<file path="config.mk">
export PLATFORM = sky130hd
export DESIGN_NAME = dm_dump_reader
export DESIGN_NICKNAME = d
export VERILOG_FILES = /design/src/rtl/dm_dump_reader.sv
export SDC_FILE = /design/constraint.sdc
export NUM_CORES = 1
export LEC_CHECK = 0
export BUFFER_PORTS_ARGS = -buffer_cell sky130_fd_sc_hd__buf_4
export CELL_PAD_IN_SITES_DETAIL_PLACEMENT = 0
export CELL_PAD_IN_SITES_GLOBAL_PLACEMENT = 1
export CORE_MARGIN = 4
export CORE_UTILIZATION = 41
export CTS_BUF_LIST = sky130_fd_sc_hd__clkbuf_4
export CTS_CLUSTER_DIAMETER = 150
export CTS_CLUSTER_SIZE = 30
export DETAILED_ROUTE_END_ITERATION = 8
export HOLD_SLACK_MARGIN = 0.06
export PLACE_DENSITY = 0.83
export SLEW_MARGIN = 0
export SYNTH_ARGS = -nofsm -noshare
export SYNTH_HDL_FRONTEND = slang
export SYNTH_SLANG_ARGS = --single-unit
</file>
<file path="constraint.sdc">
create_clock -name i_clk -period 2.1 [get_ports i_clk]
set_clock_uncertainty 0.1 [all_clocks]
set_input_delay 0.315 -clock i_clk [delete_from_list [all_inputs] [get_ports i_clk]]
set_output_delay 0.315 -clock i_clk [all_outputs]
set_load 0.005 [all_outputs]
</file>
<file path="src/rtl/dm_dump_reader.sv">
// Data-memory dump master: reads dm_ram from 0 to a latched last address and
// streams each word MSB byte first. Optional DM_DUMP_CHECKSUM_EN appends an XOR checksum byte.
module dm_dump_reader #(
    parameter int ADDR_LENGTH = 11,
    parameter int DATA_LENGTH = 16
) (
    input  logic                   i_clk,
    input  logic                   i_reset,
    input  logic                   i_start,
    input  logic [ADDR_LENGTH-1:0] i_last_addr,
    output logic [ADDR_LENGTH-1:0] o_Addr,
    output logic                   o_Rd,
    output logic                   o_Wr,
    input  logic [DATA_LENGTH-1:0] i_MemData,
    output logic [7:0]             o_tx_data,
    output logic                   o_tx_valid,
    input  logic                   i_tx_ready,
    output logic                   o_busy,
    output logic                   o_done
);

    localparam int NBYTES = (DATA_LENGTH + 7) / 8;
    localparam int BW     = (NBYTES > 1) ? $clog2(NBYTES) : 1;
    localparam int PW     = NBYTES * 8;

    typedef enum logic [2:0] {IDLE, READ, CAPTURE, SEND, CKSUM, DONE} state_t;

    state_t                 state;
    logic [ADDR_LENGTH-1:0] last_addr;
    logic [DATA_LENGTH-1:0] word;
    logic [BW-1:0]          bidx;
`ifdef DM_DUMP_CHECKSUM_EN
    logic [7:0]             csum;
`endif

    function automatic logic [PW-1:0] pad(input logic [DATA_LENGTH-1:0] d);
        pad = '0;
        pad[DATA_LENGTH-1:0] = d;
    endfunction

    function automatic logic [7:0] pick(input logic [PW-1:0] w, input logic [BW-1:0] i);
        pick = '0;
        for (int unsigned k = 0; k < NBYTES; k++)
            if (i == BW'(k)) pick = w[8*k +: 8];
    endfunction

    assign o_Wr = 1'b0;

    always_ff @(posedge i_clk) begin
        if (i_reset) begin
            state      <= IDLE;
            last_addr  <= '0;
            word       <= '0;
            bidx       <= '0;
            o_Addr     <= '0;
            o_Rd       <= 1'b0;
            o_tx_data  <= '0;
            o_tx_valid <= 1'b0;
            o_busy     <= 1'b0;
            o_done     <= 1'b0;
`ifdef DM_DUMP_CHECKSUM_EN
            csum       <= '0;
`endif
        end else begin
            o_done <= 1'b0;
            case (state)
                IDLE: begin
                    if (i_start) begin
                        last_addr <= i_last_addr;
                        o_Addr    <= '0;
                        o_Rd      <= 1'b1;
                        o_busy    <= 1'b1;
                        state     <= READ;
`ifdef DM_DUMP_CHECKSUM_EN
                        csum      <= '0;
`endif
                    end
                end
                READ: state <= CAPTURE;
                CAPTURE: begin
                    // First byte comes straight from the bus so SEND can present it immediately
                    word       <= i_MemData;
                    bidx       <= BW'(NBYTES - 1);
                    o_tx_data  <= pick(pad(i_MemData), BW'(NBYTES - 1));
                    o_Rd       <= 1'b0;
                    o_tx_valid <= 1'b1;
                    state      <= SEND;
                end
                SEND: begin
                    if (o_tx_valid && i_tx_ready) begin
`ifdef DM_DUMP_CHECKSUM_EN
                        csum <= csum ^ o_tx_data;
`endif
                        if (bidx != '0) begin
                            bidx      <= bidx - 1'b1;
                            o_tx_data <= pick(pad(word), bidx - 1'b1);
                        end else if (o_Addr == last_addr) begin
`ifdef DM_DUMP_CHECKSUM_EN
                            o_tx_data <= csum ^ o_tx_data;
                            state     <= CKSUM;
`else
                            o_tx_valid <= 1'b0;
                            o_done     <= 1'b1;
                            state      <= DONE;
`endif
                        end else begin
                            o_tx_valid <= 1'b0;
                            o_Addr     <= o_Addr + 1'b1;
                            o_Rd       <= 1'b1;
                            state      <= READ;
                        end
                    end
                end
                CKSUM: begin
                    if (i_tx_ready) begin
                        o_tx_valid <= 1'b0;
                        o_done     <= 1'b1;
                        state      <= DONE;
                    end
                end
                DONE: begin
                    o_busy <= 1'b0;
                    state  <= IDLE;
                end
                default: state <= IDLE;
            endcase
        end
    end

endmodule

</file>
# --- Word-level counts from Yosys, hierarchy flattened ---
# Cells that the tools add are included.
totals:
  inputBits: 31
  output_inout_bits: 24
  register_bits: 54
classes:
  reduce_logical: 15
  eq_ne: 12
  muxes: 33
  n_addsub: 2
ops:
  columns: ["cell", "count"]
  rows:
  - ["11-bit 2-to-1 mux", 4]
  - ["8-bit 2-to-1 mux", 3]
  - ["11-bit case mux with 2 select lines", 1]
  - ["8-bit case mux with 2 select lines", 1]
  - ["3-bit 2-to-1 mux", 5]
  - ["3-bit case mux with 5 select lines", 1]
  - ["1-bit 2-to-1 mux", 13]
  - ["2-bit inequality test (second input constant)", 6]
  - ["11-bit by 1-bit adder with 11-bit output (second input constant)", 1]
  - ["11-bit == test", 1]
  - ["5-bit AND reduction", 2]
  - ["4-bit AND reduction", 2]
  - ["3-bit by 2-bit == test with 1-bit output (second input constant)", 2]
  - ["3-bit == test (second input constant)", 2]
  - ["1-bit case mux with 2 select lines", 3]
  - ["1-bit case mux with 3 select lines", 2]
  - ["2-bit AND reduction", 3]
  - ["2-bit nonzero test", 3]
  - ["3-bit nonzero test", 2]
  - ["3-bit by 1-bit == test with 1-bit output (second input constant)", 1]
  - ["3-bit zero test", 1]
  - ["3-bit AND reduction", 1]
  - ["1-bit logical AND", 1]
  - ["1-bit subtractor (second input constant)", 1]

# --- Longest topological paths before layout ---
logic_depth:
  depth_word: 5
  depth_mapped: 8
  ltp_nobuf: 6

# --- Worst setup path after synthesis ---
# OpenSTA, ideal clock, no wires.
synth_path:
  path_kind: "register -> register"
  from: "reg o_Addr[0]"
  to: "reg o_Addr[10]"
  setup_ns: 0.074
  required_time_ns: 1.926
  arrival_ns: 1.771
  path_stages_with_launch: 7
  path_slack_ns: 0.155
  path_cell_list: "dfxtp_1 -> ha_1 -> nand3_4 -> or2_4 -> or3_1 -> or3_1 -> a31oi_1"
synth_between:
  elab_chain_cells: 5
synth_lines:
  columns: ["item", "line_no", "text"]
  rows:
  - ["from (decl)", "11", "output logic [ADDR_LENGTH-1:0] o_Addr,"]
  - ["from (signal assigned)", "108", "o_Addr <= o_Addr + 1'b1;"]
  - ["11-bit by 1-bit adder with 11-bit output", "108", null]
  - ["11-bit 2-to-1 mux", "97", "end else if (o_Addr == last_addr) begin"]
  - ["11-bit 2-to-1 mux", "94", "if (bidx != '0) begin"]
  - ["11-bit 2-to-1 mux", "90", "if (o_tx_valid && i_tx_ready) begin"]
  - ["11-bit case mux with 2 select lines", "66", "case (state)"]
# Several ways; a longest one is shown, not always the timed one. The select of a mux whose other input is x is not followed.
# A chain may end at the register's enable or synchronous reset.

# --- Final worst setup path ---
# Ends and elaborated chain as after synthesis.

==> run summary <==
* 87.0 um — Die X-Extent
* primary input to flop — type of the worst min-delay path
* 437 — number of instances in the placed design
* 3 — worst hold stages
* done — CTS tree
* no — RSZ-0062 raised after global routing
* 55 — total I/O pin count
* 55 — pin count of the biggest net entering global routing
* 0 — endpoints failing hold
* 2.30 ns — critical path data required time
* 5990 um^2 — core outline area
* 53 — I/O Buffers
* 0.0770 ns — worst hold slack
* 1.26 nW — Leak Pwr
* 55.4% — post-layout utilization of the core
* 61.3% — Relative slew margins
* 348 — syn_nets
* 0 — antenna violations before repair
* 119 — violation count after the first detailed-route iteration
* 7560 um^2 — total die area
* 45 — synth unique cells
* 2 — deepest level of the CTS H-tree
* 0 — number of synthesized flops with an enable pin
* sky130_fd_sc_hd__dfxtp_1 — Primary FF master, synth
* 54 — number of synthesized register bits
* 316 — gate count after technology mapping
* 0.16 ns — clock-pin slew on the worst setup and hold paths
* 0 — number of remaining DRC errors
* 0 ns — Setup Total Neg Slack
* 10.9 mm — first-pass GRT wire length
* flop to flop — Worst Path Class, Setup
* 0 — final setup violating endpoints
* 0 — number of antenna diodes
* 0.880 — last weighted congestion value of the routability-driven placer
* 18.0% — global-route total usage across every layer
* 8.09 um^2 — post-synthesis area per instance
* 5 — number of clock buffers inserted by TritonCTS
* 0.38 ns — insertion delay to the later sink of the worst-skew pair
* 42.7% — initial core utilization
* 0 — Synth Warn #
* 24.8% — global routing usage on met1
* 586 nW/um^2 — PD cells
* 42.3% — sequential share of the synthesized area
* flop — launching element type of the critical path
* 0 — number of antenna-violating nets in the routed design
* sky130_fd_sc_hd__clkbuf_4 — cell chosen for the clock root
* 0 — Max Cap Violations
* 0 — Post-CTS Setup Repair Bufs
* 0% — proportion of synthesized flip-flops having asynchronous set or reset
* finished clean — result of the run
* 29.9% — Syn-to-layout area delta
* 0.580 ns — measured slew at the worst slew-check pin
* 2.18 ns — CP arrival
* 87.0 um — Die Y
* 28 — FP Rows
* 2268 — via count of the first global-routing pass
* flop — kind of capture point of the worst setup path
* 94.2% — part of the cycle the worst path needs
* 0 — global route overflow
* 13.8 um — routed wire length per instance
* 1.98 ns — post-layout min period
* 54 — Clock Sinks
* 2 — number of buffers on the longest clock path
* 2400 — number of vias in the routed layout
* 5.12 — number of vias per cell after detailed routing
* 22.6% — fraction of layout cells with a size suffix above 1
* 0.309 mV — peak supply drop
* 6.49 mm — aggregate routed wire length
* 3.22% — met3 track demand over resource in global routing
* 29.4% — global routing usage on met2
* met2 — most heavily used metal layer in global routing
* 0.505 GHz — Achievable Freq
* 6 — FF-to-FF path depth
* 4 — first-pass detailed-route iteration total
* 4.40 mm — post-detailed-placement half-perimeter wirelength
* 5 — Crit Path Max Fanout
* 425 — Final Net Count
* 2560 um^2 — cell area after synthesis
* 469 — Final Non-Filler Cells
* 0 — number of pins exceeding their max-slew limit in the final report
## power by group
part	internal [mW]	switching, mW
logic	0.173	0.179
registers	1.08	0.0332
clock network	0.138	0.345
total	1.39	0.557
## path summary, 6_finish.rpt
| path | startpoint | slack [ns] | endpoint |
|---|---|---|---|
| hold reg to reg | word[12] | 0.36 | word[12] |
| setup / recovery | o_Addr[0] | 0.12 | o_Addr[10] |
| setup reg to reg | o_Addr[0] | 0.12 | o_Addr[10] |
| hold / removal | i_last_addr[9] | 0.08 | last_addr[9] |
## Yosys cell counts (2+ instances only)
library cell / n / share of area (%)
sky130_fd_sc_hd__buf_6: 2 / 0.88
sky130_fd_sc_hd__buf_2: 3 / 0.59
sky130_fd_sc_hd__nand4_1: 4 / 0.98
sky130_fd_sc_hd__buf_4: 5 / 1.5
sky130_fd_sc_hd__nor2b_1: 2 / 0.49
sky130_fd_sc_hd__nand2_1: 66 / 9.7
sky130_fd_sc_hd__o31a_2: 2 / 0.78
sky130_fd_sc_hd__nor3_1: 2 / 0.39
sky130_fd_sc_hd__nand3_1: 21 / 4.1
sky130_fd_sc_hd__mux2i_1: 8 / 3.1
sky130_fd_sc_hd__clkbuf_1: 10 / 1.5
sky130_fd_sc_hd__a31oi_1: 7 / 1.7
sky130_fd_sc_hd__xnor2_1: 11 / 3.8
sky130_fd_sc_hd__clkbuf_8: 4 / 2.2
sky130_fd_sc_hd__a211oi_1: 9 / 2.6
sky130_fd_sc_hd__nand3b_1: 2 / 0.59
sky130_fd_sc_hd__dfxtp_1: 54 / 42
sky130_fd_sc_hd__o21ai_0: 3 / 0.59
sky130_fd_sc_hd__nor2_1: 25 / 3.7
sky130_fd_sc_hd__or3_1: 6 / 1.5
sky130_fd_sc_hd__a21oi_1: 46 / 9.0
## worst max-delay path, cell delays in order, from the launching register on
cell	delay (ns)
sky130_fd_sc_hd__dfxtp_1	0.37
sky130_fd_sc_hd__ha_1	0.25
sky130_fd_sc_hd__nand3_4	0.09
sky130_fd_sc_hd__or2_4	0.27
sky130_fd_sc_hd__or3_1	0.36
sky130_fd_sc_hd__or3_1	0.31
sky130_fd_sc_hd__a31oi_1	0.16
## stage by stage
step	setup WS (ns)	total power [mW]	area [um^2]
final	0.121	1.94	3320
after global routing	0.00477	2.06	3320
after CTS	0.102	1.97	3310
after detailed placement	0.155	1.45	3020
after global placement	0.218	1.45	3020
after floorplan	0.155	1.33	2560
## registers in the layout, indices dropped and copies added (netlist names)
register    flops
o_done          1
o_tx_data       8
o_tx_valid      1
o_busy          1
last_addr      11
state           3
word           16
o_Rd            1
o_Addr         11
bidx            1
## layout by cell type, fill, tap and decap left out, types with 2 or more instances in the layout
cell type / n
sky130_fd_sc_hd__buf_4: 71
sky130_fd_sc_hd__nand2_1: 66
sky130_fd_sc_hd__dfxtp_1: 54
sky130_fd_sc_hd__a21oi_1: 46
sky130_fd_sc_hd__nor2_1: 25
sky130_fd_sc_hd__dlygate4sd3_1: 24
sky130_fd_sc_hd__nand3_1: 21
sky130_fd_sc_hd__xnor2_1: 11
sky130_fd_sc_hd__a211oi_1: 9
sky130_fd_sc_hd__mux2i_1: 8
sky130_fd_sc_hd__a31oi_1: 7
sky130_fd_sc_hd__or3_1: 6
sky130_fd_sc_hd__clkbuf_4: 5
sky130_fd_sc_hd__nand4_1: 4
sky130_fd_sc_hd__o21ai_0: 3
sky130_fd_sc_hd__nor3_1: 2
sky130_fd_sc_hd__nand3b_1: 2
sky130_fd_sc_hd__nor2b_1: 2
sky130_fd_sc_hd__o31a_2: 2
## kinds of logic (layout without fill, tap and decap cells)
kind of cell | after synthesis | in the layout | share of synthesized area, %
muxes | 8 | 8 | 3.13
DFF | 54 | 54 | 42.3
AOI/OAI and AO/OA | 73 | 73 | 16.8
other | 1 | 1 | 0.147
and+or+nand+nor | 142 | 142 | 26.5
xor gates and xnor gates | 11 | 11 | 3.77
adders and majority gates | 1 | 1 | 0.489
buffers and inverters | 26 | 104 | 6.85
## area by class of cell
class,count,area [um^2]
inverters,1,3.75
repair buffers,95,773
clock inverters,3,25.0
well taps,75,93.8
clock buffers,5,37.5
multi-input cells,236,1310
flip-flops and latches,54,1080
fillers,589,2670
## per-layer routing
| layer | vias to the layer above | part of all wire (%) | wire length, um |
|---|---|---|---|
| li1 | 1240 | - | - |
| met1 | 1097 | 46 | 3010 |
| met4 | 0 | 0.86 | 56 |
| met3 | 6 | 5.1 | 334 |
| met5 | - | 0 | 0 |
| met2 | 57 | 48 | 3090 |
## timing repair
item / 4_1_cts / 5_1_grt
resized for setup: 0 / 0
hold endpoints to repair: 23 / 1
hold buffers: 23 / 1
Power figures use the tool's default switching activity.
